--- src/rtl/alu_pkg.sv ---
// alu_pkg: shared ALU result-stage types, widths and NZCV bit positions.
package alu_pkg;
  localparam int WIDTH = 32;
  localparam int TAG_W = 5;
  localparam int FLAG_N = 3;
  localparam int FLAG_Z = 2;
  localparam int FLAG_C = 1;
  localparam int FLAG_V = 0;
  typedef struct packed {
    logic n;
    logic z;
    logic c;
    logic v;
  } nzcv_t;
  typedef struct packed {
    logic [WIDTH-1:0] sum;
    logic [TAG_W-1:0] dest;
    nzcv_t nzcv;
    logic set_flags;
  } alu_entry_t;
endpackage

--- src/rtl/alu_result_stage_if.sv ---
// alu_result_stage_if: adder-side capture and downstream commit handshakes plus flush/flags.
interface alu_result_stage_if;
  import alu_pkg::*;
  logic in_valid, in_ready, in_cout, in_ovf, in_set_flags, flush, out_valid, out_ready;
  logic [WIDTH-1:0] in_sum, out_result;
  logic [TAG_W-1:0] in_dest, out_dest;
  logic [3:0] out_flags, flags;
  modport master (
    output in_valid, in_sum, in_cout, in_ovf, in_set_flags, in_dest, flush, out_ready,
    input in_ready, out_valid, out_result, out_dest, out_flags, flags
  );
  modport slave (
    input in_valid, in_sum, in_cout, in_ovf, in_set_flags, in_dest, flush, out_ready,
    output in_ready, out_valid, out_result, out_dest, out_flags, flags
  );
endinterface

--- src/rtl/alu_flag_gen.sv ---
// alu_flag_gen: combinational NZCV derivation from adder sum, carry-out and overflow.
module alu_flag_gen
  import alu_pkg::*;
(
  input  logic [WIDTH-1:0] sum,
  input  logic             cout,
  input  logic             ovf,
  output nzcv_t            nzcv
);
  logic [3:0] f;
  always_comb begin
    f = '0;
    f[FLAG_N] = sum[WIDTH-1];
    f[FLAG_Z] = sum == '0;
    f[FLAG_C] = cout;
    f[FLAG_V] = ovf;
  end
  assign nzcv = f;
endmodule

--- src/rtl/alu_result_stage.sv ---
// alu_result_stage: registered adder result stage with NZCV capture and architectural flags.
// ALU_RESULT_SKID_EN selects a 2-entry skid buffer with registered in_ready.
module alu_result_stage
  import alu_pkg::*;
(
  input logic clk,
  input logic reset_n,
  alu_result_stage_if.slave io
);
  alu_entry_t h, ent;
  nzcv_t nz, flags_q;
  logic hv, acc, commit;
  alu_flag_gen u_flag_gen (.sum(io.in_sum), .cout(io.in_cout), .ovf(io.in_ovf), .nzcv(nz));
  assign ent = '{sum: io.in_sum, dest: io.in_dest, nzcv: nz, set_flags: io.in_set_flags};
  assign acc = io.in_valid && io.in_ready;
  assign commit = hv && io.out_ready;
`ifdef ALU_RESULT_SKID_EN
  typedef enum logic {ONE, TWO} st_t;
  st_t st, st_n;
  alu_entry_t s;
  assign io.in_ready = st == ONE && !io.flush;
  always_ff @(posedge clk or negedge reset_n)
    if (!reset_n) st <= ONE;
    else st <= st_n;
  always_comb begin
    st_n = st;
    st_n = io.flush ? ONE :
           (st == ONE && acc && hv && !io.out_ready) ? TWO :
           (st == TWO && commit) ? ONE : st;
  end
`else
  assign io.in_ready = (!hv || io.out_ready) && !io.flush;
`endif
  always_ff @(posedge clk or negedge reset_n)
    if (!reset_n) begin
      h <= '0;
      hv <= 1'b0;
      flags_q <= '0;
`ifdef ALU_RESULT_SKID_EN
      s <= '0;
`endif
    end else begin
      if (commit && h.set_flags && !io.flush) flags_q <= h.nzcv;
      if (io.flush) hv <= 1'b0;
`ifdef ALU_RESULT_SKID_EN
      else if (st == TWO) h <= commit ? s : h;
      else if (acc && hv && !io.out_ready) s <= ent;
`endif
      else if (acc) begin
        h <= ent;
        hv <= 1'b1;
      end else if (commit) hv <= 1'b0;
    end
  assign io.out_valid = hv;
  assign io.out_result = h.sum;
  assign io.out_dest = h.dest;
  assign io.out_flags = h.nzcv;
  assign io.flags = flags_q;
endmodule
--- src/flat_wrapper.sv ---
// flat-port wrapper written by rule: the top's interface ports become plain ports
module alu_result_stage_flat import alu_pkg::*;
  (clk, reset_n, io_in_valid, io_in_sum, io_in_cout, io_in_ovf, io_in_set_flags, io_in_dest, io_flush, io_out_ready, io_in_ready, io_out_valid, io_out_result, io_out_dest, io_out_flags, io_flags);
  alu_result_stage_if io_i ();
  input logic clk;
  input logic reset_n;
  input wire logic [$bits(io_i.in_valid)-1:0] io_in_valid;
  input wire logic [$bits(io_i.in_sum)-1:0] io_in_sum;
  input wire logic [$bits(io_i.in_cout)-1:0] io_in_cout;
  input wire logic [$bits(io_i.in_ovf)-1:0] io_in_ovf;
  input wire logic [$bits(io_i.in_set_flags)-1:0] io_in_set_flags;
  input wire logic [$bits(io_i.in_dest)-1:0] io_in_dest;
  input wire logic [$bits(io_i.flush)-1:0] io_flush;
  input wire logic [$bits(io_i.out_ready)-1:0] io_out_ready;
  output wire logic [$bits(io_i.in_ready)-1:0] io_in_ready;
  output wire logic [$bits(io_i.out_valid)-1:0] io_out_valid;
  output wire logic [$bits(io_i.out_result)-1:0] io_out_result;
  output wire logic [$bits(io_i.out_dest)-1:0] io_out_dest;
  output wire logic [$bits(io_i.out_flags)-1:0] io_out_flags;
  output wire logic [$bits(io_i.flags)-1:0] io_flags;
  assign io_i.in_valid = io_in_valid;
  assign io_i.in_sum = io_in_sum;
  assign io_i.in_cout = io_in_cout;
  assign io_i.in_ovf = io_in_ovf;
  assign io_i.in_set_flags = io_in_set_flags;
  assign io_i.in_dest = io_in_dest;
  assign io_i.flush = io_flush;
  assign io_i.out_ready = io_out_ready;
  assign io_in_ready = io_i.in_ready;
  assign io_out_valid = io_i.out_valid;
  assign io_out_result = io_i.out_result;
  assign io_out_dest = io_i.out_dest;
  assign io_out_flags = io_i.out_flags;
  assign io_flags = io_i.flags;
  alu_result_stage u_core (.clk(clk), .reset_n(reset_n), .io(io_i));
endmodule
--- config.mk ---
export PLATFORM = sky130hd
export DESIGN_NAME = alu_result_stage_flat
export DESIGN_NICKNAME = d
export VERILOG_FILES = /design/src/rtl/alu_pkg.sv /design/src/rtl/alu_result_stage_if.sv /design/src/rtl/alu_flag_gen.sv /design/src/rtl/alu_result_stage.sv /design/src/flat_wrapper.sv
export SDC_FILE = /design/constraint.sdc
export NUM_CORES = 1
export LEC_CHECK = 0
export ABC_AREA = 1
export CELL_PAD_IN_SITES_DETAIL_PLACEMENT = 1
export CELL_PAD_IN_SITES_GLOBAL_PLACEMENT = 2
export CORE_ASPECT_RATIO = 1.2
export CORE_UTILIZATION = 25
export CTS_CLUSTER_DIAMETER = 100
export DETAILED_ROUTE_END_ITERATION = 16
export PLACE_DENSITY = 0.86
export RECOVER_POWER = 50
export SLEW_MARGIN = 20
export SYNTH_ARGS = -nofsm -noshare
export SYNTH_HDL_FRONTEND = slang
export SYNTH_SLANG_ARGS = --single-unit
export TNS_END_PERCENT = 50
--- constraint.sdc ---
create_clock -name clk -period 3.2 [get_ports clk]
set_input_delay 0.64 -clock clk [delete_from_list [all_inputs] [get_ports clk]]
set_output_delay 0.64 -clock clk [all_outputs]
set_load 0.03 [all_outputs]
==> key figures <==
Floorplanning
  – Initial Util: 0.256
  – Die Width: 87.5 um
  – Site Rows: 37
  – Die Height: 105 um
  – CORE AREA: 8560 um2
  – Die area: 9160 um2
  – # IOs: 92

Placement
  – DPL Wire Length: 3760 um
  – # port buffers: 91
  – Post-Place Worst Slack: 0.460 ns
  – Gp weighted congestion: 0.682

Route
  – Remaining antenna violation count: 0
  – Via count: 1731
  – WL/cell: 12.2 um
  – Post-DR vias/cell: 4.00
  – DRT iter0 DRCs: 50
  – Remaining design rule violation count: 0
  – First drt pass iteration count: 2
  – Detailed Route WL: 5290 um

Setup path
  – Kind of critical path: primary input to output pin
  – Critical Path AT: 2.15 ns
  – R2R setup slack: 1.55 ns
  – CP Max Fanout: 3
  – CP Capture Type: output pin
  – Worst R2R End: u_core.io.out_flags[2]
  – Critical Path Start Type: primary input
  – Worst r2r path cells: 6
  – RR Startpoint: u_core.io.out_valid
  – Worst EP required: 2.56 ns

Logic synthesis
  – Yosys warning total: 0
  – Most numerous cell in the Yosys netlist: nand2_1
  – Cells after Synth: 264
  – Post-synth top cells: nand2_1 (114), dfrtp_1 (46), buf_4 (41)
  – Yosys reg bits: 46
  – Synth Flop Type: dfrtp_1
  – Post-synthesis sequential area ratio: 0.525
  – Top-area cell type share of the netlist area: 0.525
  – Post-synth top area cell: dfrtp_1
  – Main area contributors after synthesis: dfrtp_1 (52%), nand2_1 (19%), buf_4 (14%)
  – Synth unique cells: 16
  – Post-synth ARST share: 1.00
  – Synth Net Count: 309
  – Post-synth EDFFs: 0
  – Mapped Avg Cell Area: 8.31 um2
  – Mapped Area: 2190 um2

Worst hold path
  – Hold path depth: 2
  – Min-delay src: u_core.io.out_result[16]
  – Hold Crit Class: flip-flop to flip-flop
  – Hold path endpoint: u_core.io.out_result[16]

Global routing
  – Initial antenna violation count: 0
  – Vias in the first global route: 1839
  – First-pass GRT wire length: 8880 um
  – Largest net degree at the start of global routing: 47
  – GRT Overall Usage: 0.125
  – Total gr overflow: 0

CTS
  – Root buffer cell: clkbuf_8
  – Post-CTS setup buffers: 0
  – CTS H-tree lvls: 2
  – CTS Sinks: 46
  – Clock slew at reported path FFs: 0.09 ns
  – Total CTS buffers: 5
  – Cts-stage hold buffer count: 0
  – Resize count post-CTS: 0
  – CTS Buffer Depth: 2
  – TritonCTS clock tree: yes
  – Skew-Pair Late Insertion Delay: 0.30 ns

Finish
  – Layout filler cell count: 1015
  – Antenna cells: 0
  – Layout area overhead: 37.1%
  – Area of the multi-input gates: 619 um2
  – Final net count: 360
  – Layout cell share with drive strength beyond 1: 0.0443
  – Util after Layout: 0.351
  – Storage element area: 1150 um2

STA
  – Setup violators final: 0
  – Fin crit period: 2.79 ns
  – Slew Limit Headroom: 0.195
  – Worst-Margin Slew: 1.21 ns
  – Fin crit share: 0.872
  – Clk_skew: 0.0109 ns
  – Setup TNS Final: 0 ns
  – Final hold violation count: 0
  – Hold WS: 0.485 ns
  – Slew Viols, Final: 0
  – Achievable frequency: 358 MHz
  – RSZ-0062 raised after global routing: false
  – Setup WS post-layout: 0.410 ns

Pwr
  – Power consumption: 1700 uW
  – Pwr dens: 564 nW/um2
  – Peak supply drop: 0.000292 V
  – P_leak: 0.00142 uW

Status
  – Outcome: completed

Job
  – Max cap viols: 0
==> flip-flops by register name, summed over array words and instances (netlist names) <==
register	count
u_core.io.flags	4
u_core.io.out_flags	4
u_core.io.out_valid	1
u_core.io.out_result	31
u_core.io.out_dest	5
u_core.h	1
==> kinds of logic (layout without fill, tap and decap cells) <==
kind of cell    count (synthesis)  count (layout)  synth area share
flops                          46              46             0.525
simple gates                  138             138             0.247
compound gates                 15              15            0.0353
buf+inv                        65             117             0.193
==> layer usage <==
metal	routed length (um)	vias up	GRT usage
met4	63	0	0.0351
met3	333	5	0.0355
met2	2660	59	0.223
met5	0	-	0
li1	-	855	-
met1	2240	812	0.143
==> worst max path at each step <==
stage                            start          end  slack [ns]  cells past startpoint
after detailed placement  io_out_ready  io_in_ready        0.46                      6
after global routing          io_flush  io_in_ready        0.35                      5
after floorplan               io_flush  io_in_ready        1.56                      3
after CTS                 io_out_ready  io_in_ready        0.46                      6
final                         io_flush  io_in_ready        0.41                      5
after global placement    io_out_ready  io_in_ready        0.50                      6
==> layout make-up <==
cell class | count | area share
clock buffers | 5 | 0.0229
inverters | 16 | 0.0200
well taps | 117 | 0.0486
repair buffers | 93 | 0.305
clock inverters | 3 | 0.0150
multi-input cells | 153 | 0.206
flip-flops and latches | 46 | 0.383
==> power by group <==
| part | switching (uW) | internal [uW] | total, uW |
|---|---|---|---|
| clock network | 209 | 233 | 441 |
| logic | 308 | 233 | 541 |
| registers | 47.1 | 667 | 714 |
==> cells in the final DEF, fill, tap and decap left out, drive strengths merged <==
master	synthesis	routed
nand2	115	115
clkdlybuf4s50	0	88
dfrtp	46	46
nor2	17	17
inv	16	16
o21ai	13	13
clkbuf	2	7
nand3	5	5
clkinvlp	0	2
dlygate4sd3	0	2
nand4	1	1
o21bai	1	1
a21oi	1	1
bufinv	0	1
buf	47	1
==> per-stage QoR <==
stage | cell area [um2] | instances
global route | 3010 | 433
CTS | 3010 | 433
global placement | 2900 | 425
floorplan | 2190 | 264
finish | 3010 | 433
detailed placement | 2900 | 425
==> worst max-delay path, stage by stage <==
cell             delay (ns)
dlygate4sd3_1          0.55
inv_1                  0.15
nand2_1                0.09
inv_1                  0.05
clkdlybuf4s50_1        0.67
Power figures use the tool's default switching activity.
